--- src/rtl/crc_pkg.sv ---
// Shared definitions for the CRC check scheduler, the CRC scan engine and the
// data memory: controller state encoding, widths and saturation limits.
package crc_pkg;

    localparam int CRC_W_DEFAULT = 16;
    localparam int MEM_DEPTH     = 1024;
    localparam int ADDR_W        = 10;

    localparam logic [7:0] FAIL_CNT_MAX = 8'hFF;

    typedef enum logic [2:0] {
        ST_IDLE    = 3'd0,
        ST_HOST    = 3'd1,
        ST_START   = 3'd2,
        ST_RUN     = 3'd3,
        ST_COMPARE = 3'd4
    } crc_sched_state_t;

    // Failure counter increment that sticks at FAIL_CNT_MAX.
    function automatic logic [7:0] sat_inc(input logic [7:0] v);
        return (v == FAIL_CNT_MAX) ? v : v + 8'd1;
    endfunction

endpackage

--- src/rtl/crc_sched_cnt.sv ---
// Generic up-counter: synchronous clear, count enable, and a terminal-count
// flag that is high while the count equals LAST. Wraps to 0 after LAST.
module crc_sched_cnt #(
    parameter int               WIDTH = 12,
    parameter logic [WIDTH-1:0] LAST  = '1
) (
    input  logic clk,
    input  logic rst_n,
    input  logic clr,
    input  logic en,
    output logic tc
);

    logic [WIDTH-1:0] count_q, count_d;

    assign tc = (count_q == LAST);

    // Next count: clear wins over enable; wrap after the terminal value.
    always_comb begin
        count_d = count_q;
        if (clr) begin
            count_d = '0;
        end else if (en) begin
            count_d = tc ? '0 : count_q + 1'b1;
        end
    end

    // Count register.
    always_ff @(posedge clk or negedge rst_n) begin
        if (!rst_n) count_q <= '0;
        else        count_q <= count_d;
    end

endmodule

--- src/rtl/crc_check_sched.sv ---
// CRC check scheduler: arbitrates the memory port between the host writer and
// the CRC scan engine, launches checks, times out a stuck engine and posts
// pass/fail results with a saturating failure count.
// Optional build macro CRC_SCHED_PERIODIC_EN adds a free-running period
// counter that requests a check every PERIOD_CYCLES cycles.
//
// Handshake: check_req and crc_rdy are single-cycle pulses sampled on the
// rising clock edge; crc_value is valid only with crc_rdy and crc_rdy outside
// RUN is ignored; crc_start and done are single-cycle pulses; host_req is a
// level and host_gnt stays high for as long as the host holds host_req.
module crc_check_sched
    import crc_pkg::*;
#(
    parameter int CRC_W          = CRC_W_DEFAULT,
    parameter int TIMEOUT_CYCLES = 4096,
    parameter int PERIOD_CYCLES  = 50_000_000
) (
    input  logic             clk50m,
    input  logic             rst_n,
    input  logic             check_req,
    input  logic             host_req,
    output logic             host_gnt,
    output logic             mem_sel_host,
    output logic             crc_start,
    input  logic             crc_rdy,
    input  logic [CRC_W-1:0] crc_value,
    input  logic [CRC_W-1:0] crc_ref,
    output logic             busy,
    output logic             done,
    output logic             pass,
    output logic             fail,
    output logic             err_timeout,
    output logic [7:0]       fail_cnt
);

    localparam int TO_W = (TIMEOUT_CYCLES > 1) ? $clog2(TIMEOUT_CYCLES) : 1;

    crc_sched_state_t state_q, state_d;
    logic             pending_q, pending_d;
    logic [CRC_W-1:0] crc_q, crc_d;
    logic             pass_q, pass_d;
    logic             fail_q, fail_d;
    logic             err_q, err_d;
    logic             done_q, done_d;
    logic [7:0]       fail_cnt_q, fail_cnt_d;
    logic             to_tc;
    logic             period_wrap;

    // Timeout counter: zeroed in START, counts every RUN cycle.
    crc_sched_cnt #(
        .WIDTH (TO_W),
        .LAST  (TO_W'(TIMEOUT_CYCLES - 1))
    ) u_timeout (
        .clk   (clk50m),
        .rst_n (rst_n),
        .clr   (state_q == ST_START),
        .en    (state_q == ST_RUN),
        .tc    (to_tc)
    );

`ifdef CRC_SCHED_PERIODIC_EN
    localparam int PER_W = (PERIOD_CYCLES > 1) ? $clog2(PERIOD_CYCLES) : 1;

    // Free-running period counter; each wrap raises a check request.
    crc_sched_cnt #(
        .WIDTH (PER_W),
        .LAST  (PER_W'(PERIOD_CYCLES - 1))
    ) u_period (
        .clk   (clk50m),
        .rst_n (rst_n),
        .clr   (1'b0),
        .en    (1'b1),
        .tc    (period_wrap)
    );
`else
    // No periodic source; the parameter stays in the list so both builds
    // share one interface.
    assign period_wrap = 1'b0 && (PERIOD_CYCLES > 0);
`endif

    // Next-state and result logic.
    always_comb begin
        state_d    = state_q;
        pending_d  = pending_q | check_req | period_wrap;
        crc_d      = crc_q;
        pass_d     = pass_q;
        fail_d     = fail_q;
        err_d      = err_q;
        done_d     = 1'b0;
        fail_cnt_d = fail_cnt_q;

        case (state_q)
            ST_IDLE: begin
                if (host_req)                     state_d = ST_HOST;
                else if (pending_q || check_req)  state_d = ST_START;
            end
            ST_HOST: begin
                if (!host_req) state_d = ST_IDLE;
            end
            ST_START: begin
                pass_d  = 1'b0;
                fail_d  = 1'b0;
                err_d   = 1'b0;
                state_d = ST_RUN;
            end
            ST_RUN: begin
                // A result on the last allowed cycle still counts.
                if (crc_rdy) begin
                    crc_d   = crc_value;
                    state_d = ST_COMPARE;
                end else if (to_tc) begin
                    err_d      = 1'b1;
                    fail_d     = 1'b1;
                    done_d     = 1'b1;
                    fail_cnt_d = sat_inc(fail_cnt_q);
                    state_d    = ST_IDLE;
                end
            end
            ST_COMPARE: begin
                done_d = 1'b1;
                pass_d = (crc_q == crc_ref);
                fail_d = (crc_q != crc_ref);
                if (crc_q != crc_ref) fail_cnt_d = sat_inc(fail_cnt_q);
                state_d = ST_IDLE;
            end
            default: state_d = ST_IDLE;
        endcase

        // Entering START consumes every request coalesced so far.
        if (state_d == ST_START) pending_d = 1'b0;
    end

    // State and result registers; reset aborts any check in flight.
    always_ff @(posedge clk50m or negedge rst_n) begin
        if (!rst_n) begin
            state_q    <= ST_IDLE;
            pending_q  <= 1'b0;
            crc_q      <= '0;
            pass_q     <= 1'b0;
            fail_q     <= 1'b0;
            err_q      <= 1'b0;
            done_q     <= 1'b0;
            fail_cnt_q <= 8'd0;
        end else begin
            state_q    <= state_d;
            pending_q  <= pending_d;
            crc_q      <= crc_d;
            pass_q     <= pass_d;
            fail_q     <= fail_d;
            err_q      <= err_d;
            done_q     <= done_d;
            fail_cnt_q <= fail_cnt_d;
        end
    end

    assign host_gnt     = (state_q == ST_HOST);
    assign mem_sel_host = (state_q == ST_HOST);
    assign crc_start    = (state_q == ST_START);
    assign busy         = (state_q == ST_START) || (state_q == ST_RUN) ||
                          (state_q == ST_COMPARE);
    assign done         = done_q;
    assign pass         = pass_q;
    assign fail         = fail_q;
    assign err_timeout  = err_q;
    assign fail_cnt     = fail_cnt_q;

endmodule
--- config.mk ---
export PLATFORM = sky130hd
export DESIGN_NAME = crc_check_sched
export DESIGN_NICKNAME = d
export VERILOG_FILES = /design/src/rtl/crc_pkg.sv /design/src/rtl/crc_sched_cnt.sv /design/src/rtl/crc_check_sched.sv
export SDC_FILE = /design/constraint.sdc
export NUM_CORES = 1
export LEC_CHECK = 0
export CAP_MARGIN = 40
export CELL_PAD_IN_SITES_DETAIL_PLACEMENT = 1
export CELL_PAD_IN_SITES_GLOBAL_PLACEMENT = 1
export CORE_MARGIN = 2
export CORE_UTILIZATION = 37
export CTS_BUF_LIST = sky130_fd_sc_hd__clkbuf_16
export CTS_CLUSTER_SIZE = 40
export DETAILED_ROUTE_END_ITERATION = 12
export PLACE_DENSITY_LB_ADDON = 0.1
export SETUP_SLACK_MARGIN = 0.15
export SYNTH_ARGS = -nofsm -noshare
export SYNTH_HDL_FRONTEND = slang
export SYNTH_HIERARCHICAL = 1
export SYNTH_SLANG_ARGS = --single-unit
--- constraint.sdc ---
create_clock -name clk50m -period 2.6 [get_ports clk50m]
set_clock_uncertainty 0.05 [all_clocks]
set_input_delay 0.52 -clock clk50m [delete_from_list [all_inputs] [get_ports clk50m]]
set_output_delay 0.52 -clock clk50m [all_outputs]
set_load 0.02 [all_outputs]
# == Word-level counts from Yosys, hierarchy flattened ==
# Index checks and enable logic that the tools add are counted.
# classes
addsub,2
multipliers,0
div,0
magnitude_cmp,0
n_eq_ne,12
shifts,0
muxes,23
n_bitwise,1
n_reduce_logical,12
# ops
op,n
12-bit 2-to-1 mux,3
8-bit 2-to-1 mux,4
16-bit equality test,1
16-bit != test,1
8-bit one-hot mux with 2 select lines,1
3-bit 2-to-1 mux,5
12-bit by 1-bit adder with 12-bit output (second input constant),1
12-bit equality test (second input constant),1
3-bit one-hot mux with 4 select lines,1
3-bit by 2-bit equality test with 1-bit output (second input constant),3
8-bit by 1-bit adder with 8-bit output (second input constant),1
8-bit equality test (second input constant),1
2-bit != test (second input constant),3
1-bit one-hot mux with 2 select lines,3
3-bit AND reduction,2
2-bit nonzero test,3
1-bit 2-to-1 mux,5
4-bit AND reduction,1
3-bit by 1-bit equality test with 1-bit output (second input constant),1
3-bit equality test (second input constant),1
3-bit zero test,1
1-bit logical OR,3
1-bit one-hot mux with 3 select lines,1
3-bit nonzero test,1
2 further kinds,2
# totals
regBits,44
latch_bits,0
ramBits,0
rom_bits,0
inputBits,37
output_inout_bits,16
mem_count,0

# == Depth between registers and ports, before layout ==
# logic_depth
word_depth,6
ltp_mapped,9
ltp_nobuf,9

# == By module ==
# The synthesis kept the hierarchy.
# by_module_without_submodules
mod,instances,cells_per_inst,area_each_um2
crc_check_sched,1,168,1547.7
crc_sched_cnt,1,62,641.9

# == Worst setup path before layout ==
# Ideal clock, no wire load.
# synth_timing
path_type,flip-flop to flip-flop
startpoint,register state_q[2]
endpoint,register u_timeout.count_q[10]
setup_time_ps,73
arrival_time_ps,2123
required_ps,2477
setup_slack_ps,354
stages_incl_launch_ff,9
synth_period_minus_slack_ps,2246
path_cell_list,dfrtp_1 > buf_2 > nand2b_1 > nor2_1 > buf_2 > o211a_1 > nand2_1 > or4_4 > a21oi_2
# synth_via
elab_chain_cells,2
# synth_lines
element,line,rtl
from (decl),crc_check_sched.sv:38,"crc_sched_state_t state_q, state_d;"
from (signal assigned),crc_check_sched.sv:145,state_q <= state_d;
3-bit by 2-bit equality test with 1-bit output (*),--,
named net crc_start,crc_check_sched.sv:24,"output logic crc_start,"
12-bit 2-to-1 mux or 2-bit nonzero test (tied branches),--,
to (signal assigned),crc_sched_cnt.sv:31,else count_q <= count_d;
to (decl),crc_sched_cnt.sv:14,"logic [WIDTH-1:0] count_q, count_d;"
# Mark *: on every way through the listed nets, which the timed path passes. The rest lies on a longest branch.
# A chain may end at the register's enable or synchronous reset.

# == Worst setup path in the final report ==
# layout_timing
startpoint,register state_q[1]
endpoint,output port busy
# layout_via
elab_chain_cells,3
# layout_lines
element,line,rtl
3-bit by 2-bit equality test with 1-bit output,crc_check_sched.sv:159,assign busy = (state_q == ST_START) || (state_q == ST_RUN) ||
1-bit logical OR,crc_check_sched.sv:159,
1-bit logical OR (*),crc_check_sched.sv:159,
to (decl),crc_check_sched.sv:28,"output logic busy,"
# Every way passes the cells marked *; elsewhere a longest branch is shown, timed or not.

==> results.yml <==
run_status:
  status: "finished, final reports clean"
synth:
  synthFlopType: "dfrtp_1"
  netlist_area_um2: 2190
  synth_cell_types: 42
  synth_area_leaders: "dfrtp_1 (50%), nand2_1 (11%), xor2_1 (8.4%)"
  synth_top_cell_by_area: "dfrtp_1"
  synth-seq-cells: 44
  syn_inst: 230
  synth_edf_count: 0
  yosys_warnings: 6
  yosysTopAreaCellShare: 0.503
  ys_seq_area_frac: 0.503
  ys_async_sr_fraction: 1.00
  postSynthAreaPerCell_um2: 9.52
  yosysMostFrequentCell: "nand2_1"
  ys_top_cells_by_count: "nand2_1 (64), dfrtp_1 (44), nor2_1 (24)"
  syn_nets: 269
clock_network:
  postCtsSetupBuffers: 0
  cts_buffers: 5
  holdBufCountCts: 0
  cts_tree: "yes"
  htreeDepth: 2
  cts-resized-gates: 0
  cts_buffer_depth: 2
  clk_latency_ps: 290
  clk_pin_slew_ps: 60
  cts.sinks: 44
  cts_root_buf: "clkbuf_16"
setup_path:
  crit_path_start: "state_q[1]"
  critical-path-slowest-cell: "clkdlybuf4s50_1"
  arrival_ps: 1760
  reg2reg_from: "u_timeout/count_q[3]"
  crit_path_frequent_cell: "nand2_1"
  endpoint_kind: "primary output"
  critPathMaxStageDelay_ps: 600
  start_kind: "flip-flop"
  cp_cell_sequence: "nor2_2, nand2_1, nand2_1, clkdlybuf4s50_1"
  crit_required_ps: 2030
  crit_type: "flip-flop to primary output"
  path_max_fanout: 8
finish:
  area_growth_pct: 37.4
  fin_nets: 332
  final_util: 0.517
  drive_gt1_frac: 0.102
  fill_cells: 682
  antenna_cells: 0
global_route:
  grt_pass1_vias: 1908
  grt_max_degree: 18
  overflow: 0
  antenna_found_initial: 0
  gr-usage-all-layers: 0.177
  grt_pass1_wl_um: 8850
run:
  cap_violations: 0
die:
  fp.dieH_um: 80.9
  ios: 53
  fp-row-count: 28
  dieArea_um2: 6550
  die_w_um: 80.9
  start_util: 0.377
  core-area_um2: 5820
hold_path:
  min_path_type: "input pin to async pin"
sta:
  hold_viol: 0
  max_freq_mhz: 430
  whs_ps: 83.4
  setup_viol: 0
  tns_ps: 0
  tightest_slew_ps: 554
  max_slew_margin: 0.630
  period_share: 0.895
  period_needed_ps: 2330
  drv_slew: 0
  rsz0062_at_grt: "no"
power_and_ir_drop:
  leakage_nw: 1.43
  p_per_area_nw_per_um2: 867
  peakVddDrop_uv: 408
  power_mw: 2.61
routing:
  drt_iter0_drc: 53
  ant_nets: 0
  viasPerCell: 4.86
  wirelength_um: 5130
  vias: 1795
  wl_per_cell_um: 13.9
  drc: 0
  dr.pass1.iters: 3
place:
  globalplace.congestion: 0.725
  dpl.hpwl_um: 3820
  portBuffers: 52
routing by layer:
metal | wire, um | vias to the layer above | GRT usage | part of all wire
met4 | 75 | 0 | 0.0610 | 0.015
met3 | 245 | 7 | 0.0433 | 0.048
met1 | 2360 | 858 | 0.218 | 0.46
met2 | 2450 | 42 | 0.301 | 0.48
li1 | - | 888 | - | -
met5 | 0 | - | 0 | 0
sequential cells by signal, indices dropped and copies added, names as in the netlist, 3 cells and up:
register / flops
crc_q: 16
fail_cnt: 8
state_q: 3
u_timeout/count_q: 12
placed cells by master (no fill, tap or decap), drive strengths merged, types with 2 or more instances in the layout:
master and n:
nand2b 4, nor3 3, nor2 25, mux2 2, nand3 6, xor2 21, buf 12, clkbuf 5
inv 3, dfrtp 44, clkdlybuf4s50 50, nor4 7, xnor2 9, ha 2, a21oi 5, nand2 64
nand4 5, o21ai 4, and3 4, clkinv 2
kinds of logic after synthesis:
group	synth area share
adders and majority gates	0.0114
buffers and inverters	0.0246
DFF	0.503
muxes	0.0166
AOI/OAI and AO/OA	0.0566
xor gates and xnor gates	0.120
and+or+nand+nor	0.268
critical path, delay by kind of cell, from the launching register on:
family | cells | cell delay, ps
flip-flops | 1 | 480
AND/OR/NAND/NOR | 3 | 390
buffers and inverters | 1 | 600
path summary, 6_finish.rpt:
kind                            cells after the start           to  slack (ps)
min in group clk50m                                 2  err_timeout         440
worst min register to register                      2  err_timeout         440
worst min-delay path                                1   state_q[0]          80
max in group asynchronous                           2    crc_q[14]        1860
worst max register to register                      8  fail_cnt[1]         330
worst max-delay path                                4         busy         270
stage by stage:
stage / cell area [um^2] / worst slack (ps) / cells
2_1_floorplan: 2190 / 354 / 230
3_3_place_gp: 2840 / 31.9 / 361
3_5_place_dp: 2840 / -47.8 / 361
4_1_cts: 3000 / 216 / 369
5_1_grt: 3010 / 154 / 369
6_report: 3010 / 274 / 369
power by group:
part	total, mW	leakage (nW)	internal (mW)	switching (mW)
Combinational	0.826	0.767	0.406	0.421
Clock	0.713	0.0850	0.448	0.264
Sequential	1.07	0.576	0.876	0.191
final cells by class:
type,count,area [um^2],share of cell area
Sequential cell,44,1100,0.366
Multi-Input combinational cell,176,1040,0.345
Timing Repair Buffer,63,601,0.200
Clock buffer,5,125,0.0416
Tap cell,75,93.8,0.0312
Clock inverter,3,38.8,0.0129
Inverter,3,11.3,0.00374
(Power assumes the default switching activity.)
